--- config.mk ---
export PLATFORM = sky130hd
export DESIGN_NAME = regfile_wb_arbiter_flat
export DESIGN_NICKNAME = d
export VERILOG_FILES = /design/src/rtl/regfile_wb_arbiter_pkg.sv /design/src/rtl/regfile_wb_arbiter_if.sv /design/src/rtl/regfile_wb_arbiter_wb_fifo.sv /design/src/rtl/regfile_wb_arbiter.sv /design/src/flat_wrapper.sv
export SDC_FILE = /design/constraint.sdc
export NUM_CORES = 1
export LEC_CHECK = 0
export ABC_AREA = 1
export CORE_ASPECT_RATIO = 1.4
export CORE_MARGIN = 1.5
export CORE_UTILIZATION = 47
export CTS_CLUSTER_SIZE = 20
export DETAILED_ROUTE_END_ITERATION = 7
export HOLD_SLACK_MARGIN = 0.05
export PLACE_DENSITY = 0.8
export SYNTH_ARGS = -nofsm -noshare
export SYNTH_HDL_FRONTEND = slang
export SYNTH_SLANG_ARGS = --single-unit
--- constraint.sdc ---
create_clock -name CLK -period 5.6 [get_ports CLK]
set_clock_uncertainty 0.1 [all_clocks]
set_input_delay 0.84 -clock CLK [delete_from_list [all_inputs] [get_ports CLK]]
set_output_delay 0.84 -clock CLK [all_outputs]
set_load 0.1 [all_outputs]
--- src/rtl/regfile_wb_arbiter_pkg.sv ---
// Shared CPU definitions for the register-file writeback arbiter.
package cpu_pkg;

   localparam int unsigned REG_ADDR_W = 5;
   localparam int unsigned DATA_W     = 32;

   // One buffered MDU result waiting for the register-file write port
   typedef struct packed {
      logic [REG_ADDR_W-1:0] regAddr;
      logic [DATA_W-1:0]     data;
   } wb_entry_t;

   // Which requester owns the write port this cycle
   typedef enum logic [1:0] {
      SrcNone,
      SrcA,
      SrcBuf
   } wr_src_e;

endpackage

--- src/rtl/regfile_wb_arbiter_if.sv ---
// Writeback arbiter bus: pipeline port A, MDU port B, decode hazard query
// and the registered register-file write port.
// Optional feature macro: RF_WB_BYPASS_EN adds the forwarding outputs.
interface regfile_wb_arbiter_if;
   import cpu_pkg::*;

   logic                  aValid;
   logic [REG_ADDR_W-1:0] aReg;
   logic [DATA_W-1:0]     aData;
   logic                  bValid;
   logic [REG_ADDR_W-1:0] bReg;
   logic [DATA_W-1:0]     bData;
   logic                  bReady;
   logic [REG_ADDR_W-1:0] qReg1;
   logic [REG_ADDR_W-1:0] qReg2;
   logic [REG_ADDR_W-1:0] qDest;
   logic                  hazard;
   logic                  pipeStall;
`ifdef RF_WB_BYPASS_EN
   logic                  fwdValid1;
   logic                  fwdValid2;
   logic [DATA_W-1:0]     fwdData1;
   logic [DATA_W-1:0]     fwdData2;
`endif
   logic                  regShouldWrite;
   logic [REG_ADDR_W-1:0] writeReg;
   logic [DATA_W-1:0]     writeData;

`ifdef RF_WB_BYPASS_EN
   modport master (
      output aValid, aReg, aData, bValid, bReg, bData, qReg1, qReg2, qDest,
      input  bReady, hazard, pipeStall, fwdValid1, fwdValid2, fwdData1, fwdData2,
      input  regShouldWrite, writeReg, writeData
   );
   modport slave (
      input  aValid, aReg, aData, bValid, bReg, bData, qReg1, qReg2, qDest,
      output bReady, hazard, pipeStall, fwdValid1, fwdValid2, fwdData1, fwdData2,
      output regShouldWrite, writeReg, writeData
   );
`else
   modport master (
      output aValid, aReg, aData, bValid, bReg, bData, qReg1, qReg2, qDest,
      input  bReady, hazard, pipeStall,
      input  regShouldWrite, writeReg, writeData
   );
   modport slave (
      input  aValid, aReg, aData, bValid, bReg, bData, qReg1, qReg2, qDest,
      output bReady, hazard, pipeStall,
      output regShouldWrite, writeReg, writeData
   );
`endif

endinterface

--- src/rtl/regfile_wb_arbiter_wb_fifo.sv ---
// MDU writeback buffer: FIFO storage with wrapping pointers and occupancy.
// All entries are exported so the owner can scan them for hazards.
module wb_fifo
   import cpu_pkg::*;
#(
   parameter  int unsigned DEPTH = 2,
   localparam int unsigned PTR_W = $clog2(DEPTH),
   localparam int unsigned CNT_W = PTR_W + 1
) (
   input  logic             CLK,
   input  logic             Reset,
   input  logic             i_push,
   input  wb_entry_t        i_pushEntry,
   input  logic             i_pop,
   output wb_entry_t        o_mem [DEPTH],
   output logic [PTR_W-1:0] o_rdPtr,
   output logic [CNT_W-1:0] o_count,
   output logic             o_full,
   output logic             o_empty,
   output wb_entry_t        o_head
);

   wb_entry_t        r_mem [DEPTH];
   logic [PTR_W-1:0] r_wrPtr;
   logic [PTR_W-1:0] r_rdPtr;
   logic [CNT_W-1:0] r_count;

   // Pointer and occupancy update; DEPTH is a power of two so pointers wrap naturally
   always_ff @(posedge CLK) begin
      if (Reset) begin
         r_wrPtr <= '0;
         r_rdPtr <= '0;
         r_count <= '0;
      end else begin
         if (i_push) r_wrPtr <= r_wrPtr + PTR_W'(1);
         if (i_pop)  r_rdPtr <= r_rdPtr + PTR_W'(1);
         case ({i_push, i_pop})
            2'b10:   r_count <= r_count + CNT_W'(1);
            2'b01:   r_count <= r_count - CNT_W'(1);
            default: r_count <= r_count;
         endcase
      end
   end

   // Entry storage; contents are only meaningful while counted as occupied
   always_ff @(posedge CLK) begin
      if (i_push) r_mem[r_wrPtr] <= i_pushEntry;
   end

   assign o_mem   = r_mem;
   assign o_rdPtr = r_rdPtr;
   assign o_count = r_count;
   assign o_full  = (r_count == CNT_W'(DEPTH));
   assign o_empty = (r_count == '0);
   assign o_head  = r_mem[r_rdPtr];

endmodule

--- src/rtl/regfile_wb_arbiter.sv ---
// Register-file writeback arbiter: pipeline WB (port A, no backpressure)
// and a buffered multi-cycle unit (port B) share one registered write port.
// Also owns the head wait counter, pipeline stall and decode hazard check.
// Optional feature macro: RF_WB_BYPASS_EN forwards buffered results to the
// decode source operands instead of raising a hazard.
module regfile_wb_arbiter
   import cpu_pkg::*;
#(
   parameter int unsigned DEPTH    = 2,
   parameter int unsigned MAX_WAIT = 4
) (
   input logic                 CLK,
   input logic                 Reset,
   regfile_wb_arbiter_if.slave bus
);

   localparam int unsigned PTR_W  = $clog2(DEPTH);
   localparam int unsigned CNT_W  = PTR_W + 1;
   localparam int unsigned WAIT_W = $clog2(MAX_WAIT + 1);

   wb_entry_t             w_mem [DEPTH];
   wb_entry_t             w_head;
   wb_entry_t             w_pushEntry;
   logic [PTR_W-1:0]      w_rdPtr;
   logic [CNT_W-1:0]      w_count;
   logic                  w_full;
   logic                  w_empty;
   logic                  w_bFire;
   logic                  w_push;
   logic                  w_pop;
   logic                  w_pipeStall;
   wr_src_e               w_src;
   logic                  w_destHit;
   logic                  w_src1Hit;
   logic                  w_src2Hit;
`ifdef RF_WB_BYPASS_EN
   logic [DATA_W-1:0]     w_src1Data;
   logic [DATA_W-1:0]     w_src2Data;
`endif

   logic [WAIT_W-1:0]     r_waitCnt;
   logic                  r_stallQ;
   logic                  r_protoErr;
   logic                  r_regShouldWrite;
   logic [REG_ADDR_W-1:0] r_writeReg;
   logic [DATA_W-1:0]     r_writeData;

   // A full buffer can still take a result when the head leaves this cycle
   assign bus.bReady  = !w_full || w_pop;
   assign w_bFire     = bus.bValid && bus.bReady;
   // r0 results complete the handshake but are never stored
   assign w_push      = w_bFire && (bus.bReg != '0);
   assign w_pushEntry = '{regAddr: bus.bReg, data: bus.bData};

   wb_fifo #(
      .DEPTH (DEPTH)
   ) u_wb_fifo (
      .CLK         (CLK),
      .Reset       (Reset),
      .i_push      (w_push),
      .i_pushEntry (w_pushEntry),
      .i_pop       (w_pop),
      .o_mem       (w_mem),
      .o_rdPtr     (w_rdPtr),
      .o_count     (w_count),
      .o_full      (w_full),
      .o_empty     (w_empty),
      .o_head      (w_head)
   );

   // Arbitration: any pipeline request owns the port, buffer head only when A is idle
   always_comb begin
      w_src = SrcNone;
      if (bus.aValid) begin
         if (bus.aReg != '0) w_src = SrcA;
      end else if (!w_empty) begin
         w_src = SrcBuf;
      end
   end

   assign w_pop = (w_src == SrcBuf);

   // Registered single write port to the register file
   always_ff @(posedge CLK) begin
      if (Reset) begin
         r_regShouldWrite <= 1'b0;
         r_writeReg       <= '0;
         r_writeData      <= '0;
      end else begin
         r_regShouldWrite <= (w_src != SrcNone);
         case (w_src)
            SrcA: begin
               r_writeReg  <= bus.aReg;
               r_writeData <= bus.aData;
            end
            SrcBuf: begin
               r_writeReg  <= w_head.regAddr;
               r_writeData <= w_head.data;
            end
            default: begin
               r_writeReg  <= r_writeReg;
               r_writeData <= r_writeData;
            end
         endcase
      end
   end

   assign bus.regShouldWrite = r_regShouldWrite;
   assign bus.writeReg       = r_writeReg;
   assign bus.writeData      = r_writeData;

   // Head starvation counter, saturating at MAX_WAIT
   always_ff @(posedge CLK) begin
      if (Reset) begin
         r_waitCnt <= '0;
      end else if (w_empty || w_pop) begin
         r_waitCnt <= '0;
      end else if (r_waitCnt != WAIT_W'(MAX_WAIT)) begin
         r_waitCnt <= r_waitCnt + WAIT_W'(1);
      end
   end

   assign w_pipeStall   = (r_waitCnt == WAIT_W'(MAX_WAIT)) || w_full;
   assign bus.pipeStall = w_pipeStall;

   // Sticky flag for a pipeline that kept writing one cycle after being stalled
   always_ff @(posedge CLK) begin
      if (Reset) begin
         r_stallQ   <= 1'b0;
         r_protoErr <= 1'b0;
      end else begin
         r_stallQ   <= w_pipeStall;
         r_protoErr <= r_protoErr || (r_stallQ && bus.aValid);
      end
   end

   a_no_proto_err: assert property (@(posedge CLK) disable iff (Reset) !r_protoErr);

   // Pending-write scan, oldest to youngest so the last match is the youngest;
   // stored and incoming registers are never r0, so a zero query cannot match
   always_comb begin
      logic [PTR_W-1:0] slot;
      w_destHit  = 1'b0;
      w_src1Hit  = 1'b0;
      w_src2Hit  = 1'b0;
`ifdef RF_WB_BYPASS_EN
      w_src1Data = '0;
      w_src2Data = '0;
`endif
      for (int unsigned k = 0; k < DEPTH; k++) begin
         slot = w_rdPtr + PTR_W'(k);
         if (CNT_W'(k) < w_count) begin
            if (w_mem[slot].regAddr == bus.qDest) w_destHit = 1'b1;
            if (w_mem[slot].regAddr == bus.qReg1) begin
               w_src1Hit  = 1'b1;
`ifdef RF_WB_BYPASS_EN
               w_src1Data = w_mem[slot].data;
`endif
            end
            if (w_mem[slot].regAddr == bus.qReg2) begin
               w_src2Hit  = 1'b1;
`ifdef RF_WB_BYPASS_EN
               w_src2Data = w_mem[slot].data;
`endif
            end
         end
      end
      // A result being accepted this cycle is the youngest pending write
      if (w_push) begin
         if (bus.bReg == bus.qDest) w_destHit = 1'b1;
         if (bus.bReg == bus.qReg1) begin
            w_src1Hit  = 1'b1;
`ifdef RF_WB_BYPASS_EN
            w_src1Data = bus.bData;
`endif
         end
         if (bus.bReg == bus.qReg2) begin
            w_src2Hit  = 1'b1;
`ifdef RF_WB_BYPASS_EN
            w_src2Data = bus.bData;
`endif
         end
      end
   end

`ifdef RF_WB_BYPASS_EN
   assign bus.hazard    = w_destHit;
   assign bus.fwdValid1 = w_src1Hit;
   assign bus.fwdValid2 = w_src2Hit;
   assign bus.fwdData1  = w_src1Data;
   assign bus.fwdData2  = w_src2Data;
`else
   assign bus.hazard    = w_destHit || w_src1Hit || w_src2Hit;
`endif

endmodule

--- src/flat_wrapper.sv ---
// flat-port wrapper written by rule: the top's interface ports become plain ports
module regfile_wb_arbiter_flat import cpu_pkg::*;
#(
   parameter int unsigned DEPTH    = 2,
   parameter int unsigned MAX_WAIT = 4
)
  (CLK, Reset, bus_aValid, bus_aReg, bus_aData, bus_bValid, bus_bReg, bus_bData, bus_qReg1, bus_qReg2, bus_qDest, bus_bReady, bus_hazard, bus_pipeStall, bus_regShouldWrite, bus_writeReg, bus_writeData);
  regfile_wb_arbiter_if bus_i ();
  input logic CLK;
  input logic Reset;
  input wire logic [$bits(bus_i.aValid)-1:0] bus_aValid;
  input wire logic [$bits(bus_i.aReg)-1:0] bus_aReg;
  input wire logic [$bits(bus_i.aData)-1:0] bus_aData;
  input wire logic [$bits(bus_i.bValid)-1:0] bus_bValid;
  input wire logic [$bits(bus_i.bReg)-1:0] bus_bReg;
  input wire logic [$bits(bus_i.bData)-1:0] bus_bData;
  input wire logic [$bits(bus_i.qReg1)-1:0] bus_qReg1;
  input wire logic [$bits(bus_i.qReg2)-1:0] bus_qReg2;
  input wire logic [$bits(bus_i.qDest)-1:0] bus_qDest;
  output wire logic [$bits(bus_i.bReady)-1:0] bus_bReady;
  output wire logic [$bits(bus_i.hazard)-1:0] bus_hazard;
  output wire logic [$bits(bus_i.pipeStall)-1:0] bus_pipeStall;
  output wire logic [$bits(bus_i.regShouldWrite)-1:0] bus_regShouldWrite;
  output wire logic [$bits(bus_i.writeReg)-1:0] bus_writeReg;
  output wire logic [$bits(bus_i.writeData)-1:0] bus_writeData;
  assign bus_i.aValid = bus_aValid;
  assign bus_i.aReg = bus_aReg;
  assign bus_i.aData = bus_aData;
  assign bus_i.bValid = bus_bValid;
  assign bus_i.bReg = bus_bReg;
  assign bus_i.bData = bus_bData;
  assign bus_i.qReg1 = bus_qReg1;
  assign bus_i.qReg2 = bus_qReg2;
  assign bus_i.qDest = bus_qDest;
  assign bus_bReady = bus_i.bReady;
  assign bus_hazard = bus_i.hazard;
  assign bus_pipeStall = bus_i.pipeStall;
  assign bus_regShouldWrite = bus_i.regShouldWrite;
  assign bus_writeReg = bus_i.writeReg;
  assign bus_writeData = bus_i.writeData;
  regfile_wb_arbiter #(.DEPTH(DEPTH), .MAX_WAIT(MAX_WAIT)) u_core (.CLK(CLK), .Reset(Reset), .bus(bus_i));
endmodule
After elaboration in Yosys (flattened, before gate mapping)
Index checks and enable logic that the tools add are counted.
- bits of input ports: 93
- output and inout bits: 41
- logic and storage cells: 90
- flip-flop bits (word level): 119
- magnitude comparators: 6
- $add $sub $neg: 5
- bitwise gates (word level): 3
- reduce and logical (&&, ||, !) cells: 16
- equality and inequality tests: 16
- muxes and demuxes: 33
- operators by type and width (cell ; count):
    37-bit 2-to-1 mux ; 7
    74-bit bitwise mux ; 1
    32-bit one-hot mux with 2 select lines ; 1
    5-bit == test ; 9
    37-bit demux with 1-bit select ; 1
    1-bit 2-to-1 mux ; 19
    5-bit one-hot mux with 2 select lines ; 1
    5-bit nonzero test ; 2
    2-bit == test, second input constant ; 3
    2-bit greater-or-equal comparator, second input constant ; 3
    1-bit inverter with 2-bit output ; 3
    2-bit nonzero test ; 3
    1-bit logical OR ; 5
    2-bit by 1-bit == test with 1-bit output, second input constant ; 2
    1-bit by 2-bit less-than comparator with 1-bit output, first input constant ; 2
    2-bit 2-to-1 mux ; 2
    2-bit one-hot mux with 2 select lines ; 1
    3-bit by 1-bit adder with 3-bit output, second input constant ; 1
    3-bit == test, second input constant ; 1
    1-bit logical AND ; 3
    3-bit != test, second input constant ; 1
    1-bit adder, second input constant ; 2
    2-bit by 1-bit adder with 2-bit output, second input constant ; 1
    2-bit zero test ; 1
    4 further kinds ; 4

Depth between registers and ports, before layout
- depth after elaboration: 13
- depth in mapped cells: 12

Hierarchy
Synthesis repeated with hierarchy kept, for this count alone.
- cells, all modules: 618
- area total of the unflattened synthesis: 5828.1 um^2
- modules (own cells, without submodules) (module ; seq. area each (um^2) ; times used ; cells an instance ; area each (um^2)):
    wb_fifo ; 2302.2 ; 1 ; 146 ; 2956.6
    regfile_wb_arbiter ; 820.8 ; 1 ; 472 ; 2871.5

Worst setup path before layout
OpenSTA, ideal clock, no wires.
- kind: input port to flip-flop
- start: input port bus_aReg[3]
- end: register u_core.u_wb_fifo.r_mem (netlist bit u_core.u_wb_fifo.o_mem[0]) (enable)
- setup slack: 1.246 ns
- path buffers: 1
- arrival time: 3.822 ns
- cell stages on the path: 8
- library setup time: 0.433 ns
- cells stage by stage: or4_1 > o21ai_0 > ha_1 > buf_2 > inv_2 > a21boi_1 > nand2_1 > nor2_1
- longest elaborated chain between the ends: 7
- ends and longest elaborated chain (element ; line ; text):
    start: declaration ; flat_wrapper.sv:12 ; input wire logic [$bits(bus_i.aReg)-1:0] bus_aReg;
    5-bit nonzero test ; regfile_wb_arbiter.sv:75 ; if (bus.aReg != '0) w_src = SrcA;
    1-bit 2-to-1 mux ; regfile_wb_arbiter.sv:75 ;
    2-bit 2-to-1 mux ; regfile_wb_arbiter.sv:74 ; if (bus.aValid) begin
    2-bit == test ; regfile_wb_arbiter.sv:81 ; assign w_pop = (w_src == SrcBuf);
    1-bit logical OR ; regfile_wb_arbiter.sv:49 ; assign bus.bReady = !w_full || w_pop;
    1-bit logical AND ; regfile_wb_arbiter.sv:50 ; assign w_bFire = bus.bValid && bus.bReady;
    1-bit logical AND ; regfile_wb_arbiter.sv:52 ; assign w_push = w_bFire && (bus.bReg != '0);
    end signal: indexed assignment ; regfile_wb_arbiter_wb_fifo.sv:47 ; if (i_push) r_mem[r_wrPtr] <= i_pushEntry;
    end: declaration ; regfile_wb_arbiter_wb_fifo.sv:23 ; wb_entry_t r_mem [DEPTH];
Every way passes these cells.
A chain may end at the register's enable or synchronous reset.

Worst setup path after layout
- start: input port bus_aReg[3]
- end: output port bus_hazard
- longest elaborated chain between the ends: 10
- ends and longest elaborated chain (element ; line ; text):
    5-bit nonzero test * ; regfile_wb_arbiter.sv:75 ;
    1-bit 2-to-1 mux * ; regfile_wb_arbiter.sv:75 ;
    2-bit 2-to-1 mux * ; regfile_wb_arbiter.sv:74 ;
    2-bit == test * ; regfile_wb_arbiter.sv:81 ;
    1-bit logical OR * ; regfile_wb_arbiter.sv:49 ;
    1-bit logical AND * ; regfile_wb_arbiter.sv:50 ;
    1-bit logical AND * ; regfile_wb_arbiter.sv:52 ;
    1-bit 2-to-1 mux ; regfile_wb_arbiter.sv:169 ; if (w_push) begin
    1-bit logical OR ; regfile_wb_arbiter.sv:193 ; assign bus.hazard = w_destHit || w_src1Hit || w_src2Hit;
    1-bit logical OR * ; regfile_wb_arbiter.sv:193 ;
    end: declaration ; flat_wrapper.sv:21 ; output wire logic [$bits(bus_i.hazard)-1:0] bus_hazard;
Mark *: on every way between the ends. The rest lies on a longest branch, timed or not.

==> impl_results.md <==
- Number of global-route vias before repair: 4667
- CORE AREA: 0.0113 mm²
- Final GP Congestion: 0.963
- Height of the chip: 130 µm
- # Post-CTS Setup Buffers: 0
- Proportion of netlist area held by the largest area contributor: 40.9%
- Synthesized flop and latch total: 119
- Longest individual stage delay on the worst path: 540 ps
- Synth area leader: sky130_fd_sc_hd__edfxtp_1
- Number of setup violations in the final report: 0
- Classification of the worst-slack hold path: flip-flop to flip-flop
- Headroom to the max-slew limit: 25.8%
- Worst-path clk slew: 60 ps
- Max Cap Violations: 0
- Worst r2r path cells: 9
- Portion of total power attributed to combinational logic: 33.0%
- Clock network power share: 32.4%
- Starting density of the core: 48.2%
- CTS tree: done
- Transition time at the pin with the least slew margin: 1110 ps
- DR DRC count: 0
- Number of standard-cell rows in the floorplan: 46
- Leading cell type in the layout, fill and taps excluded: sky130_fd_sc_hd__clkdlybuf4s50_1
- Boundary pin count: 134
- Number of vias per cell after detailed routing: 5.34
- Drt wl/cell: 17.2 µm
- Worst R2R Setup Slack: 2660 ps
- Detailed placement HPWL: 10.6 mm
- Total design power: 0.00327 W
- ANT nets after route: 0
- Cell-by-cell trace of the critical path: clkdlybuf4s50_1 -> or4_1 -> o21ai_0 -> ha_1 -> inv_2 -> a21boi_1 -> nand2_1 -> inv_1 -> nand2_1 -> nand3_1 -> buf_12
- Worst Path Required: 4660 ps
- Worst-case clock buffer depth: 2
- Number of violations reported at the end of detailed-routing iteration 0: 305
- Initial antenna violation count: 0
- Number of buffers created by CTS: 17
- Count of pins over their slew limit: 0
- Slowest stage cell on the critical path: sky130_fd_sc_hd__or4_1
- Worst Path Arrival: 3370 ps
- Largest net degree at the start of global routing: 73
- Final Cycle Share: 77.0%
- Overall overflow remaining after global route: 0
- Areal power density over the cells: 439 mW/mm²
- TNS Setup: 0 ps
- Switching portion of total power: 38.6%
- Total Die Area: 0.0122 mm²
- Clock sink count: 119
- Number of optimization iterations in the first detailed-route pass: 5
- Avg Synthesized Cell Area: 8.99 µm²
- Min Tclk post-route: 4310 ps
- Commonest non-fill, non-tap cells in the layout: 131 x sky130_fd_sc_hd__clkdlybuf4s50_1, 96 x sky130_fd_sc_hd__nand2_1, 86 x sky130_fd_sc_hd__nor2_1, 82 x sky130_fd_sc_hd__a21oi_1, 78 x sky130_fd_sc_hd__o21ai_0
- Yosys warns: 0
- Fraction of the yosys area taken by sequential cells: 57.4%
- Instance count of the mapped netlist: 605
- Width of the chip: 93.9 µm
- Leakage dissipation: 2.95 nW
- Most numerous cell on the critical path: sky130_fd_sc_hd__nand2_1
- Final WL: 15.3 mm
- Netlist Area Pre-Place: 0.00544 mm²
- Final Hold Vio Count: 0
- Post-CTS Resized: 0
- Fillcell total: 938
- Worst setup EP type: output pin
- H-tree level count: 4
- Cell Count Post-Placement: 857
- Non-Filler Instances: 889
- Root buffer cell: sky130_fd_sc_hd__clkbuf_16
- Share of power burned in registers: 34.6%
- Outcome: finished, final reports clean
- Number of hold buffers added after cts: 0
- Worst vdd ir: 0.322 mV
- Critical path class: input pin to output pin
- Layout cell share with drive strength beyond 1: 6.58%
- GR Util All Layers: 25.1%
- Synth-to-Final Area Change: 36.8%
- Internal power: 0.00201 W
- Wire length of the first global-routing pass: 23.1 mm
- Synthesized Nets: 706
- RSZ-0062 raised after global routing: false
- Peak clock frequency supported by timing: 232 MHz
- Critical Path Fanout Max: 8
- Count of buffers from port buffering: 133
- Final layout net count: 833
- Final core utilization: 65.9%
- Clock network latency to the later pin of the worst-skew pair: 410 ps
- Worst setup SP type: input pin
- Number of cells on the worst hold path: 1
- Sw Pwr: 0.00126 W
- Antenna diodes: 0
- Yosys cell types: 25
- Total number of vias: 4751
- Cell types with the largest area share after synthesis: sky130_fd_sc_hd__edfxtp_1 41%, sky130_fd_sc_hd__dfxtp_1 17%, sky130_fd_sc_hd__a21oi_1 7.5%
- Final hold slack: 402 ps
[registers in the layout, summed over array words and instances (netlist names)]
name,cells
u_core.r_waitCnt,3
u_core.u_wb_fifo.r_wrPtr,1
u_core.u_wb_fifo.o_count,2
u_core.bus.writeReg,5
u_core.bus.regShouldWrite,1
u_core.bus.writeData,32
u_core.u_wb_fifo.o_rdPtr,1
u_core.u_wb_fifo.o_mem,74
[layout make-up]
class / instances / area (µm²) / share of cell area (%)
timing repair buffer: 136 / 1360 / 18.3
clock inverter: 14 / 149 / 2.00
sequential: 119 / 3120 / 42.0
inverter: 38 / 148 / 1.98
multi-input combinational: 420 / 2050 / 27.5
clock buffer: 18 / 429 / 5.77
tap: 144 / 180 / 2.42
[worst paths after layout]
path / end / start
setup / recovery: bus_hazard / bus_aReg[3]
hold / removal: u_core.r_waitCnt[0] / u_core.r_waitCnt[0]
setup reg to reg: u_core.u_wb_fifo.o_mem[18] / u_core.u_wb_fifo.o_count[0]
hold reg to reg: u_core.r_waitCnt[0] / u_core.r_waitCnt[0]
[cell families after synthesis]
family	after synthesis	share of synthesized area, %
and+or+nand+nor	235	18.1
AOI/OAI and AO/OA	161	14.9
DFF	119	57.4
buffers and inverters	66	5.22
xor gates and xnor gates	16	2.58
adders and majority gates	8	1.84
[power groups by stage]
stage / clock network (W) / registers [W] / logic (W)
finish: 0.00106 / 0.00113 / 0.00108
global route: 0.00110 / 0.00114 / 0.00114
CTS: 0.00107 / 0.00113 / 0.00108
detailed placement: 0 / 0.00115 / 0.00108
global placement: 0 / 0.00114 / 0.00106
floorplan: 0 / 0.00154 / 0.000365
[routing by layer]
layer  global-route usage [%]  share of wire [%]
met5                        0                  0
met4                     10.4                2.7
met3                     4.90                3.7
met2                     46.1                 55
met1                     28.2                 39
[worst max-delay path: cells and delay by family]
kind / cells / cell delay [ps]
simple gates: 4 / 910
buf+inv: 4 / 820
compound gates: 2 / 420
fa+ha+maj: 1 / 390
[per-stage QoR]
stage | worst slack, ps | cell area (µm²)
after floorplan | 1250 | 5440
after global placement | 1460 | 6860
after detailed placement | 1320 | 6860
after CTS | 1290 | 7440
after global routing | 1110 | 7440
final | 1290 | 7440
[cell usage after synthesis (all sizes together)]
| master | instances |
|---|---|
| nand3 | 35 |
| or4 | 1 |
| a21oi | 82 |
| nor4 | 1 |
| buf | 13 |
| nor3 | 4 |
| nand3b | 1 |
| ha | 8 |
| xor2 | 13 |
| o21ai | 78 |
| a21boi | 1 |
| clkbuf | 15 |
| edfxtp | 74 |
| or2 | 2 |
| nor2 | 88 |
| dfxtp | 45 |
| inv | 38 |
| nand2 | 103 |
| xnor2 | 3 |
Note: power is estimated with default switching activity, not from simulation.
